### src/rtl/mem_arbiter_pkg.sv
// Shared definitions for the memory-port arbiter: FSM state encoding and
// requester owner IDs. Kept separate so additional requester ports can reuse them.
package mem_arbiter_pkg;

    localparam logic [1:0] ST_IDLE  = 2'd0;
    localparam logic [1:0] ST_GNT_I = 2'd1;
    localparam logic [1:0] ST_GNT_D = 2'd2;

    typedef enum logic [1:0] {
        IDLE  = ST_IDLE,
        GNT_I = ST_GNT_I,
        GNT_D = ST_GNT_D
    } state_t;

    localparam logic OWN_I = 1'b0;
    localparam logic OWN_D = 1'b1;

endpackage

### src/rtl/mem_arbiter_if.sv
// Bundle of the icache miss port, the dcache memory port and the external
// memory port. The arbiter uses the slave view; the surrounding system
// (caches plus memory) uses the master view.
interface mem_arbiter_if #(
    parameter int A_WIDTH = 32
);
    // icache miss port (read-only)
    logic [A_WIDTH-1:0] i_a;
    logic               i_strobe;
    logic [31:0]        i_din;
    logic               i_ready;

    // dcache memory port (read/write)
    logic [A_WIDTH-1:0] d_a;
    logic [31:0]        d_dout;
    logic               d_rw;
    logic               d_strobe;
    logic [31:0]        d_din;
    logic               d_ready;

    // external memory port
    logic [A_WIDTH-1:0] m_a;
    logic [31:0]        m_din;
    logic               m_rw;
    logic               m_strobe;
    logic [31:0]        m_dout;
    logic               m_ready;

    modport slave (
        input  i_a, i_strobe,
        output i_din, i_ready,
        input  d_a, d_dout, d_rw, d_strobe,
        output d_din, d_ready,
        output m_a, m_din, m_rw, m_strobe,
        input  m_dout, m_ready
    );

    modport master (
        output i_a, i_strobe,
        input  i_din, i_ready,
        output d_a, d_dout, d_rw, d_strobe,
        input  d_din, d_ready,
        input  m_a, m_din, m_rw, m_strobe,
        output m_dout, m_ready
    );

endinterface

### src/rtl/mem_arbiter.sv
// Two-requester arbiter for a single SRAM-style memory port. One requester
// owns the port from grant until the memory's ready pulse; request fields are
// captured at grant so the owner may change or drop them mid-transaction.
module mem_arbiter
    import mem_arbiter_pkg::*;
#(
    parameter int A_WIDTH = 32,
    parameter bit PRIO_D  = 1'b0
) (
    input logic         clk,
    input logic         rst,
    mem_arbiter_if.slave bus
);

    state_t             state;
    state_t             state_nxt;
    logic               last;
    logic [A_WIDTH-1:0] m_a_q;
    logic [31:0]        m_din_q;
    logic               m_rw_q;
    logic               i_ready_c;
    logic               d_ready_c;

    // Pick the next owner from the IDLE state. On a tie the data port wins
    // when PRIO_D is set; otherwise the port that did not go last is chosen,
    // which yields strict alternation under continuous contention.
    function automatic state_t arbitrate(input logic i_req, input logic d_req,
                                         input logic last_own);
        state_t pick;
        pick = IDLE;
        if (i_req && d_req) begin
            if (PRIO_D)
                pick = GNT_D;
            else
                pick = (last_own == OWN_D) ? GNT_I : GNT_D;
        end else if (i_req) begin
            pick = GNT_I;
        end else if (d_req) begin
            pick = GNT_D;
        end
        return pick;
    endfunction

    // State register; reset abandons any in-flight memory cycle.
    always_ff @(posedge clk or posedge rst) begin
        if (rst)
            state <= IDLE;
        else
            state <= state_nxt;
    end

    // Next state and the combinational ready pulse back to the owner.
    always_comb begin
        state_nxt = state;
        i_ready_c = 1'b0;
        d_ready_c = 1'b0;
        case (state)
            IDLE: begin
                state_nxt = arbitrate(bus.i_strobe, bus.d_strobe, last);
            end
            GNT_I: begin
                if (bus.m_ready) begin
                    i_ready_c = 1'b1;
                    state_nxt = IDLE;
                end
            end
            GNT_D: begin
                if (bus.m_ready) begin
                    d_ready_c = 1'b1;
                    state_nxt = IDLE;
                end
            end
            default: begin
                state_nxt = IDLE;
            end
        endcase
    end

    // Capture the winner's request fields and remember it as last owner.
    always_ff @(posedge clk or posedge rst) begin
        if (rst) begin
            m_a_q   <= '0;
            m_din_q <= '0;
            m_rw_q  <= 1'b0;
            last    <= OWN_D;
        end else if (state == IDLE) begin
            if (state_nxt == GNT_I) begin
                m_a_q   <= bus.i_a;
                m_din_q <= '0;
                m_rw_q  <= 1'b0;
                last    <= OWN_I;
            end else if (state_nxt == GNT_D) begin
                m_a_q   <= bus.d_a;
                m_din_q <= bus.d_dout;
                m_rw_q  <= bus.d_rw;
                last    <= OWN_D;
            end
        end
    end

    assign bus.m_a      = m_a_q;
    assign bus.m_din    = m_din_q;
    assign bus.m_rw     = m_rw_q;
    assign bus.m_strobe = (state != IDLE);

    // Read data is shared; only the ready pulse tells a requester it is theirs.
    assign bus.i_din    = bus.m_dout;
    assign bus.d_din    = bus.m_dout;
    assign bus.i_ready  = i_ready_c;
    assign bus.d_ready  = d_ready_c;

endmodule

### src/flat_wrapper.sv
// flat-port wrapper written by rule: the top's interface ports become plain ports
module mem_arbiter_flat import mem_arbiter_pkg::*;
#(
    parameter int A_WIDTH = 32,
    parameter bit PRIO_D  = 1'b0
)
  (clk, rst, bus_i_a, bus_i_strobe, bus_i_din, bus_i_ready, bus_d_a, bus_d_dout, bus_d_rw, bus_d_strobe, bus_d_din, bus_d_ready, bus_m_a, bus_m_din, bus_m_rw, bus_m_strobe, bus_m_dout, bus_m_ready);
  mem_arbiter_if #(.A_WIDTH(A_WIDTH)) bus_i ();
  input logic clk;
  input logic rst;
  input wire logic [$bits(bus_i.i_a)-1:0] bus_i_a;
  input wire logic [$bits(bus_i.i_strobe)-1:0] bus_i_strobe;
  output wire logic [$bits(bus_i.i_din)-1:0] bus_i_din;
  output wire logic [$bits(bus_i.i_ready)-1:0] bus_i_ready;
  input wire logic [$bits(bus_i.d_a)-1:0] bus_d_a;
  input wire logic [$bits(bus_i.d_dout)-1:0] bus_d_dout;
  input wire logic [$bits(bus_i.d_rw)-1:0] bus_d_rw;
  input wire logic [$bits(bus_i.d_strobe)-1:0] bus_d_strobe;
  output wire logic [$bits(bus_i.d_din)-1:0] bus_d_din;
  output wire logic [$bits(bus_i.d_ready)-1:0] bus_d_ready;
  output wire logic [$bits(bus_i.m_a)-1:0] bus_m_a;
  output wire logic [$bits(bus_i.m_din)-1:0] bus_m_din;
  output wire logic [$bits(bus_i.m_rw)-1:0] bus_m_rw;
  output wire logic [$bits(bus_i.m_strobe)-1:0] bus_m_strobe;
  input wire logic [$bits(bus_i.m_dout)-1:0] bus_m_dout;
  input wire logic [$bits(bus_i.m_ready)-1:0] bus_m_ready;
  assign bus_i.i_a = bus_i_a;
  assign bus_i.i_strobe = bus_i_strobe;
  assign bus_i_din = bus_i.i_din;
  assign bus_i_ready = bus_i.i_ready;
  assign bus_i.d_a = bus_d_a;
  assign bus_i.d_dout = bus_d_dout;
  assign bus_i.d_rw = bus_d_rw;
  assign bus_i.d_strobe = bus_d_strobe;
  assign bus_d_din = bus_i.d_din;
  assign bus_d_ready = bus_i.d_ready;
  assign bus_m_a = bus_i.m_a;
  assign bus_m_din = bus_i.m_din;
  assign bus_m_rw = bus_i.m_rw;
  assign bus_m_strobe = bus_i.m_strobe;
  assign bus_i.m_dout = bus_m_dout;
  assign bus_i.m_ready = bus_m_ready;
  mem_arbiter #(.A_WIDTH(A_WIDTH), .PRIO_D(PRIO_D)) u_core (.clk(clk), .rst(rst), .bus(bus_i));
endmodule
### config.mk
export PLATFORM = sky130hd
export DESIGN_NAME = mem_arbiter_flat
export DESIGN_NICKNAME = d
export VERILOG_FILES = /design/src/rtl/mem_arbiter_pkg.sv /design/src/rtl/mem_arbiter_if.sv /design/src/rtl/mem_arbiter.sv /design/src/flat_wrapper.sv
export SDC_FILE = /design/constraint.sdc
export NUM_CORES = 1
export LEC_CHECK = 0
export ABC_AREA = 1
export BUFFER_PORTS_ARGS = -buffer_cell sky130_fd_sc_hd__buf_4
export CAP_MARGIN = 20
export CORE_AREA = 2 2 103 105
export DETAILED_ROUTE_END_ITERATION = 8
export DIE_AREA = 0 0 105 107
export PLACE_DENSITY_LB_ADDON = 0.1
export SETUP_SLACK_MARGIN = 0.15
export SYNTH_ARGS = -nofsm -noshare
export SYNTH_HDL_FRONTEND = slang
export SYNTH_SLANG_ARGS = --single-unit
export TNS_END_PERCENT = 100
### constraint.sdc
create_clock -name clk -period 3.4 [get_ports clk]
set_clock_uncertainty 0.15 [all_clocks]
set_input_delay 0.34 -clock clk [delete_from_list [all_inputs] [get_ports clk]]
set_output_delay 0.34 -clock clk [all_outputs]
set_load 0.02 [all_outputs]
==> impl_metrics.toml, run 1 <==
[outcome]
status = "finished clean"

[layout]
nFillCells = 1031
multi_input_area_um2 = 1303
nNetsFinal = 760
layout.cells.non_filler = 761
area_delta_synth_final_pct = 27.03
ff_latch_area_um2 = 1703
drive_gt1_frac = 0.3232
final_area_um2 = 4999
utilization = 0.4953
diodes = 0

[clocking]
cts_sinks = 68
path_clk_slew_ns = 0.08
post_cts_buffers = 0
post_cts_resized = 0
root_buffer = "clkbuf_8"
cts.htree.levels = 3
cts-buffers-inserted = 9
hold_buffers = 0
tritoncts = "built"
clock_path_buffers = 2
clk_latency_ns = 0.33

[timing]
tns_ns = 0
worst_slew_pin_slew_ns = 0.8905
rsz0062_at_grt = "no"
hold_violations = 0
post-route-period-util = 0.7795
slew_violations = 0
slew-limit-headroom = 0.4063
worst_slack_ns = 0.7497
whs_ns = 0.06929
timing.fmax_mhz = 377.3
setup_viol = 0
min_period_ns = 2.650

[logic_synthesis]
post_synth.cell_area_avg_um2 = 7.495
synth_fp_nets = 665
synthTopCellsByCount = "nand2_1, inv_1, dfrtp_1, nand3_1, buf_4"
async_flop_share = 1.000
yosys.area.top_type = "dfrtp_1"
synth_edf_count = 0
ys_seq_elements = 68
synthDistinctLibCells = 18
yosysSeqAreaShare = 0.4328
synth-main-ff-cell = "dfrtp_1"
yosysWarnings = 0
syn_area_um2 = 3935
ys_top_cells_by_area = "dfrtp_1, nand2_1, buf_4"
synth.most_common_cell = "nand2_1"
syn_inst = 525
synth_top_area_frac = 0.4261

[floorplanning]
rows = 37
initial_core_util = 0.3899
die_h_um = 107
die_area_um2 = 11240
io_pins = 266
fp.coreArea_um2 = 10090
die_w_um = 105

[worst_setup_path]
worstPathCellList = "inv_1 > ha_1 > nand3_1 > nand2_1 > inv_2 > nor2_1 > inv_1 > ha_1 > nor2_4 > buf_4 > nand3_1 > nand2_1"
r2r_start = "u_core.state[0]"
crit_type = "flip-flop to flip-flop"
cp.required_ns = 3.53
path_max_fanout = 48
crit_start = "u_core.state[0]"
critPathMaxStageDelay_ns = 0.47
r2r_cells = 12
crit_path_end = "u_core.bus.m_a[18]"
reg2reg_to = "u_core.bus.m_a[18]"
cp-end-kind = "flip-flop"
crit_slowest_cell = "buf_4"
rrSetupSlack_ns = 0.75
critPathLaunchType = "flip-flop"
cp.arrival_ns = 2.78

[grt]
grt_pass1_vias = 3422
grt_pass1_wl_um = 17240
globalRouteOverflowTotal = 0
grt_max_degree = 69
antenna_found_initial = 0
track_usage = 0.1945

[detailed_routing]
wirelength_um = 10850
ant_nets = 0
viasPerCell = 4.637
drt_iter0_drc = 154
drt-wirelength-per-cell_um = 14.26
vias = 3529
drtPass1Iterations = 6
drc = 0

[min_path]
min_path_type = "input pin to flip-flop"

[placed_design]
preCtsSetupSlack_ns = 0.7320
dpl.hpwl_um = 7430
dpl_cell_area_um2 = 4821
place_congestion = 0.7427
dp_cells = 745
portBuffers = 169

[pwr]
internal-power_mw = 2.618
p_sw_frac = 0.4812
pwr-share-seq = 0.288
clkPwrFrac = 0.119
power_density_nw_per_um2 = 1010
p_sw_mw = 2.429
ir_drop_mv = 0.4273
power_mw = 5.047
cellLeakagePower_nw = 2.988
p_comb_frac = 0.593

[run]
max-cap-violations = 0
## cells by family (layout without fill, tap and decap cells)
family	count (synthesis)	after routing	share of synthesized area
buffers and inverters	173	273	0.2382
flip-flops	68	68	0.4328
adder cells (fa/ha/maj)	6	6	0.01908
AO/OA/AOI/OAI	3	3	0.003814
AND/OR/NAND/NOR	275	275	0.3062
## placed cells by master, fill, tap and decap left out, drive strengths merged
cell / n
clkbuf: 10
nand4: 32
clkinvlp: 4
nand2: 173
nand3: 68
nor2: 2
o21ai: 1
buf: 178
a21oi: 2
dfrtp: 67
ha: 6
clkinv: 2
dfstp: 1
inv: 79
## state kept, by name, summed over array words and instances, names as in the netlist
signal,count
u_core.bus.m_din,32
u_core.state,2
u_core.bus.m_rw,1
u_core.last,1
u_core.bus.m_a,32
## area by class of cell
type | instances | share of cell area
Sequential cell | 68 | 0.3407
Multi-Input combinational cell | 284 | 0.2606
Clock inverter | 6 | 0.008010
Tap cell | 136 | 0.03404
Clock buffer | 10 | 0.02753
Timing Repair Buffer | 178 | 0.2698
Inverter | 79 | 0.05932
## worst max-delay path: cells and delay by family, from the launching register on
family / cells / cell delay [ns]
fa+ha+maj: 2 / 0.60
simple gates: 6 / 0.67
buf+inv: 4 / 0.75
flops: 1 / 0.41
## worst min path at each step
stage,endpoint,start,slack (ns),depth (start not counted)
final,u_core.bus.m_din[19],bus_d_dout[19],0.07,3
after global routing,u_core.bus.m_din[2],bus_d_dout[2],0.05,3
after CTS,u_core.bus.m_din[19],bus_d_dout[19],0.05,3
after detailed placement,u_core.bus.m_din[24],u_core.bus.m_din[24],0.32,2
after global placement,u_core.bus.m_din[5],u_core.bus.m_din[5],0.32,2
after floorplan,u_core.last,u_core.last,0.32,2
## power by group through the flow
stage               logic [mW]  clock network (mW)  registers, mW
floorplan                 1.61                   0           1.87
global placement          2.98                   0           1.46
detailed placement        3.04                   0           1.46
CTS                       3.03               0.623           1.46
global route              3.33               0.662           1.50
finish                    2.99               0.600           1.45
## layer usage
metal | up-vias | global-route usage | routed length (µm)
met4 | 0 | 0.09048 | 267
met3 | 38 | 0.04073 | 677
met2 | 109 | 0.3270 | 5547
met1 | 1645 | 0.2396 | 4360
li1 | 1737 | - | -
met5 | - | 0 | 0
Power figures use the tool's default switching activity.
==> inputs of run 2 (changes only) <==
--- a/config.mk
+++ b/config.mk
@@ -5,12 +5,12 @@
 export SDC_FILE = /design/constraint.sdc
 export NUM_CORES = 1
 export LEC_CHECK = 0
-export ABC_AREA = 1
+export ABC_AREA = 0
 export BUFFER_PORTS_ARGS = -buffer_cell sky130_fd_sc_hd__buf_4
 export CAP_MARGIN = 20
-export CORE_AREA = 2 2 103 105
+export CORE_AREA = 2 2 104 106
 export DETAILED_ROUTE_END_ITERATION = 8
-export DIE_AREA = 0 0 105 107
+export DIE_AREA = 0 0 106 108
 export PLACE_DENSITY_LB_ADDON = 0.1
 export SETUP_SLACK_MARGIN = 0.15
 export SYNTH_ARGS = -nofsm -noshare
==> constraint.sdc (replaced) <==
create_clock -name clk -period 2.76 [get_ports clk]
set_clock_uncertainty 0.15 [all_clocks]
set_input_delay 0.276 -clock clk [delete_from_list [all_inputs] [get_ports clk]]
set_output_delay 0.276 -clock clk [all_outputs]
set_load 0.02 [all_outputs]
==> run 2 against run 1 <==
  * Wire length decreased by 1.5%
  * Die area increased by 1.9%
  * Global-route usage decreased by 0.98 points
  * Synthesized area decreased by 7.0%
  * Via count decreased by 8.3%
  * Synthesized cell count decreased by 32%
  * Maximum frequency increased by 6.8%
  * Count of clock-buffer cells in the layout unchanged
  * Non-clock buffer count increased by 37
  * Combinational power increased by 34%
  * Critical path type unchanged
  * Critical endpoint is now u_core.bus.m_din[29]
  * Largest power group unchanged
==> impl_metrics.toml, run 2 <==
[outcome]
status = "finished clean"

[worst_setup_path]
critPathLaunchType = "flip-flop"
cp.required_ns = 2.89
crit_start = "u_core.state[0]"
crit_type = "flip-flop to flip-flop"
cp.arrival_ns = 2.61
path_max_fanout = 33
r2r_start = "u_core.state[0]"
cp-end-kind = "flip-flop"

[logic_synthesis]
synth_fp_nets = 496
yosysSeqAreaShare = 0.4653
synth-main-ff-cell = "dfrtp_1"
yosysWarnings = 0
ys_seq_elements = 68
syn_area_um2 = 3660
post_synth.cell_area_avg_um2 = 10.28
synth.most_common_cell = "dfrtp_1"
yosys.area.top_type = "dfrtp_1"
async_flop_share = 1.000
ys_top_cells_by_area = "dfrtp_1, buf_4, a22o_1"
synthDistinctLibCells = 26
syn_inst = 356
synthTopCellsByCount = "dfrtp_1, buf_4, nor2_1"
synth_edf_count = 0
synth_top_area_frac = 0.4581

[layout]
ff_latch_area_um2 = 1704
final_cell_mix = "buf_4, dfrtp_1, nor2_1, a22o_1"
diodes = 0
multi_input_area_um2 = 1330
final_common_cell = "buf_4"
area_delta_synth_final_pct = 42.02
nFillCells = 942
drive_gt1_frac = 0.4388
utilization = 0.5080
nNetsFinal = 625

[clocking]
post_cts_buffers = 0
root_buffer = "clkbuf_8"
cts_sinks = 68
cts.htree.levels = 3
clock_path_buffers = 2
path_clk_slew_ns = 0.08
clk_latency_ns = 0.35
tritoncts = "built"
cts-buffers-inserted = 9

[pwr]
power_mw = 6.729
cellLeakagePower_nw = 2.404
ir_drop_mv = 0.5474
power_density_nw_per_um2 = 1295

[timing]
timing.fmax_mhz = 402.9
min_period_ns = 2.482
slew-limit-headroom = 0.5143
rsz0062_at_grt = "no"
tns_ns = 0
post-route-period-util = 0.8993
hold_violations = 0
slew_violations = 0
worst_slack_ns = 0.2779
worst_slew_pin_slew_ns = 0.7275
whs_ns = 0.01373
setup_viol = 0

[detailed_routing]
viasPerCell = 5.168
drc = 0
ant_nets = 0
drt-wirelength-per-cell_um = 17.07
vias = 3235
wirelength_um = 10690
drtPass1Iterations = 4
drt_iter0_drc = 199

[placed_design]
place_congestion = 0.7629
portBuffers = 169
dpl.hpwl_um = 6903
preCtsSetupSlack_ns = 0.2593

[floorplanning]
fp.coreArea_um2 = 10230
io_pins = 266
rows = 37
initial_core_util = 0.3577
die_area_um2 = 11450
die_w_um = 106
die_h_um = 108

[grt]
grt_pass1_vias = 3208
globalRouteOverflowTotal = 0
grt_pass1_wl_um = 16630
grt_max_degree = 38
track_usage = 0.1847
antenna_found_initial = 0

[min_path]
worstHoldStart = "bus_d_dout[23]"
min_path_type = "input pin to flip-flop"

[run]
max-cap-violations = 0
[run 2: cell type report]
type,instances,area share
Timing Repair Buffer,215,0.3358
Sequential cell,68,0.3279
Multi-Input combinational cell,185,0.2559
Tap cell,136,0.03274
Clock buffer,10,0.02648
Clock inverter,6,0.01685
Inverter,6,0.004333
[run 2: repair_timing]
item                                    CTS  global route
hold endpoints to repair                 61             0
gates resized for setup                   0             1
endpoints found under the setup margin    0             4
hold buffers                             31             0
[run 2: critical path: stages, from the launching register on]
cell and delay, ns:
dfrtp_2 0.46, inv_2 0.10, ha_4 0.20, and3b_2 0.22, a31o_4 0.21, nand2_1 0.08, ha_1 0.27, nand2b_4 0.17
a31oi_4 0.16, buf_12 0.21, a22o_1 0.16
[run 2: kinds of logic after synthesis]
group                    synth area share
adder cells (fa/ha/maj)           0.02051
AND/OR/NAND/NOR                    0.1053
flip-flops                         0.4653
buffers and inverters              0.1867
AO/OA/AOI/OAI                      0.2222
[run 2: worst paths after layout]
check                                       end  slack (ns)  cells past startpoint
max                        u_core.bus.m_din[29]        0.28                     10
min                        u_core.bus.m_din[23]        0.01                      2
max reg2reg                u_core.bus.m_din[29]        0.28                     10
min reg2reg                         u_core.last        0.35                      2
max in group asynchronous           u_core.last        1.28                      4
min in group asynchronous     u_core.bus.m_a[3]        0.46                      3
[run 2: where the power goes]
part / switching, mW / leakage, nW / internal, mW
Sequential: 0.278 / 0.806 / 1.52
Combinational: 2.25 / 1.48 / 1.75
Clock: 0.402 / 0.116 / 0.533
[run 2: routing by layer]
layer  routed length (µm)  vias to the layer above  GRT usage
met3                  967                       16    0.06992
li1                     -                     1510          -
met5                    0                        -          0
met2                 4815                      179     0.2806
met4                  131                        0    0.05639
met1                 4771                     1530     0.2457
[run 2: metrics by stage]
stage / area, µm² / std cells
final: 5197 / 626
after global routing: 5197 / 626
after CTS: 5194 / 626
after detailed placement: 4658 / 579
after global placement: 4658 / 579
after floorplan: 3729 / 356
==> inputs of run 3 (changes only) <==
--- a/config.mk
+++ b/config.mk
@@ -6,11 +6,11 @@
 export NUM_CORES = 1
 export LEC_CHECK = 0
 export ABC_AREA = 0
-export BUFFER_PORTS_ARGS = -buffer_cell sky130_fd_sc_hd__buf_4
 export CAP_MARGIN = 20
-export CORE_AREA = 2 2 104 106
+export CORE_AREA = 8 8 98 100
 export DETAILED_ROUTE_END_ITERATION = 8
 export DIE_AREA = 0 0 106 108
+export DONT_BUFFER_PORTS = 1
 export PLACE_DENSITY_LB_ADDON = 0.1
 export SETUP_SLACK_MARGIN = 0.15
 export SYNTH_ARGS = -nofsm -noshare
==> run 3 against run 2 <==
  * Maximum frequency hardly changed
  * Critical path depth did not move
  * Final cell count decreased by 21%
  * Power fell by 9.2%
  * Wire length grew 11%
  * Setup slack improved by 0.0011 ns
  * Core utilization is 6.0 points higher
  * Critical path type unchanged
  * Largest cell class is now sequential cells
==> impl_metrics.toml, run 3 (synthesized netlist as in run 2, its figures left out) <==
[clocking]
cts.htree.levels = 3
cts-buffers-inserted = 9
root_buffer = "clkbuf_8"
tritoncts = "built"
clk_latency_ns = 0.34
post_cts_buffers = 0
path_clk_slew_ns = 0.08
cts_sinks = 68
clock_path_buffers = 2

[worst_setup_path]
crit_type = "flip-flop to flip-flop"
reg2reg_to = "u_core.bus.m_din[23]"
path_max_fanout = 33
rrSetupSlack_ns = 0.28
critPathMaxStageDelay_ns = 0.46
r2r_cells = 10
worstPathCellList = "inv_2 > ha_4 > and3b_2 > a31o_4 > nand2_1 > ha_1 > nand2b_4 > a31oi_4 > buf_12 > a22o_1"
cp.required_ns = 2.88
cp.arrival_ns = 2.60
critPathLaunchType = "flip-flop"
cp-end-kind = "flip-flop"
cpLargestDelayFamily = "compound AO/OA/AOI/OAI gates"
crit_slowest_cell = "dfrtp_2"
path_buf_inv = 2
r2r_start = "u_core.state[0]"

[grt]
grt_pass1_wl_um = 18270
grt_max_degree = 37
track_usage = 0.2027
grtUsageMet1 = 0.2173
use_met2 = 0.3423
gr-usage-met3 = 0.08209
grt_pass1_vias = 3194
busiest_layer = "met2"
globalRouteOverflowTotal = 0
antenna_found_initial = 0

[pwr]
p_sw_frac = 0.4651
clkPwrFrac = 0.167
p_comb_frac = 0.432
p_sw_mw = 2.843
ir_drop_mv = 0.6410
pwr-share-seq = 0.401
internal-power_mw = 3.269
power_mw = 6.113
power_density_nw_per_um2 = 1337
cellLeakagePower_nw = 1.870

[placed_design]
portBuffers = 0
dpl.hpwl_um = 7795
place_congestion = 0.7392

[layout]
drive_gt1_frac = 0.1163
nFillCells = 672
nNetsFinal = 522
diodes = 0
area_delta_synth_final_pct = 24.96
final_common_cell = "dlygate4sd3_1"
final_cell_mix = "dlygate4sd3_1, dfrtp_1, nor2_1, a22o_1"

[floorplanning]
io_pins = 266
rows = 33
initial_core_util = 0.4545
fp.coreArea_um2 = 8051
die_w_um = 106
die_area_um2 = 11450
die_h_um = 108

[detailed_routing]
vias = 2955
viasPerCell = 6.006
drt-wirelength-per-cell_um = 24.09
wirelength_um = 11850
drc = 0
drtPass1Iterations = 4
drt_iter0_drc = 145
ant_nets = 0

[run]
max-cap-violations = 0

[min_path]
min_path_type = "input pin to flip-flop"
holdPathEnd = "u_core.state[1]"
worstHoldStart = "bus_d_strobe"
hold_depth = 3

[timing]
post-route-period-util = 0.8989
worst_slew_pin_slew_ns = 0.6899
tns_ns = 0
min_period_ns = 2.481
setup_viol = 0
hold_violations = 0
rsz0062_at_grt = "no"
timing.fmax_mhz = 403.1
slew_violations = 0
slew-limit-headroom = 0.5394

[outcome]
status = "finished clean"
-- run 3: cell count changes in the layout (fill, tap and decap cells not counted) --
cell | before | now
dlygate4sd3_1 | 31 | 98
clkbuf_8 | 10 | 9
buf_4 | 179 | 9
inv_6 | 0 | 2
bufinv_16 | 2 | 3
clkinv_2 | 2 | 1
clkinv_4 | 2 | 1
-- run 3: stage by stage --
stage | util | instance area (µm²) | hold WS, ns | std cells | worst slack [ns]
final | 0.5680 | 4573 | 0.07003 | 492 | 0.2790
after global routing | 0.5680 | 4573 | 0.08447 | 492 | 0.1654
after CTS | 0.5675 | 4569 | 0.05033 | 492 | 0.2228
after detailed placement | 0.4152 | 3343 | 0.1569 | 378 | 0.2490
after global placement | 0.4152 | 3343 | 0.1608 | 378 | 0.3076
after floorplan | - | 3729 | 0.2544 | 356 | 0.1403
-- run 3: worst max path at each step --
stage                                from                   end  slack [ns]  cells past startpoint
after floorplan           u_core.state[0]   u_core.bus.m_din[0]        0.14                     12
after global placement    u_core.state[0]  u_core.bus.m_din[18]        0.31                      9
after detailed placement  u_core.state[0]  u_core.bus.m_din[20]        0.25                      9
after CTS                 u_core.state[0]  u_core.bus.m_din[22]        0.22                      9
after global routing      u_core.state[0]  u_core.bus.m_din[25]        0.17                     10
final                     u_core.state[0]  u_core.bus.m_din[23]        0.28                     10
-- run 3: power groups by stage --
stage               Sequential (mW)  Clock, mW  Combinational (mW)
floorplan                      2.33          0                2.19
finish                         2.45       1.02                2.64
global placement               2.49          0                2.45
CTS                            2.47       1.05                2.64
global route                   2.52       1.09                2.95
detailed placement             2.48          0                2.52
-- run 3: routing by layer --
metal	wire, µm	part of all wire
met1	4182	0.35
met2	6068	0.51
met3	1247	0.11
met4	354	0.030
met5	0	0
-- run 3: final cells by class --
cell class | instances | area [µm²] | share of cell area
multi-input combinational | 185 | 1330 | 0.2908
clock inverter | 7 | 121.4 | 0.02654
tap | 105 | 131.4 | 0.02873
sequential | 68 | 1704 | 0.3726
inverter | 6 | 22.52 | 0.004925
clock buffer | 9 | 123.9 | 0.02709
timing repair buffer | 112 | 1140 | 0.2492
-- run 3: worst reg2reg max path: stages, from the launching register on --
cell and delay, ns:
dfrtp_2 0.46, inv_2 0.10, ha_4 0.20, and3b_2 0.22, a31o_4 0.21, nand2_1 0.09
ha_1 0.28, nand2b_4 0.17, a31oi_4 0.16, buf_12 0.20, a22o_1 0.17
-- run 3: what timing repair did --
| action | CTS | global route |
|---|---|---|
| endpoints found under the hold margin | 98 | 0 |
| setup endpoints to repair | 0 | 19 |
| gates resized for setup | 0 | 1 |
| hold buffers | 98 | 0 |
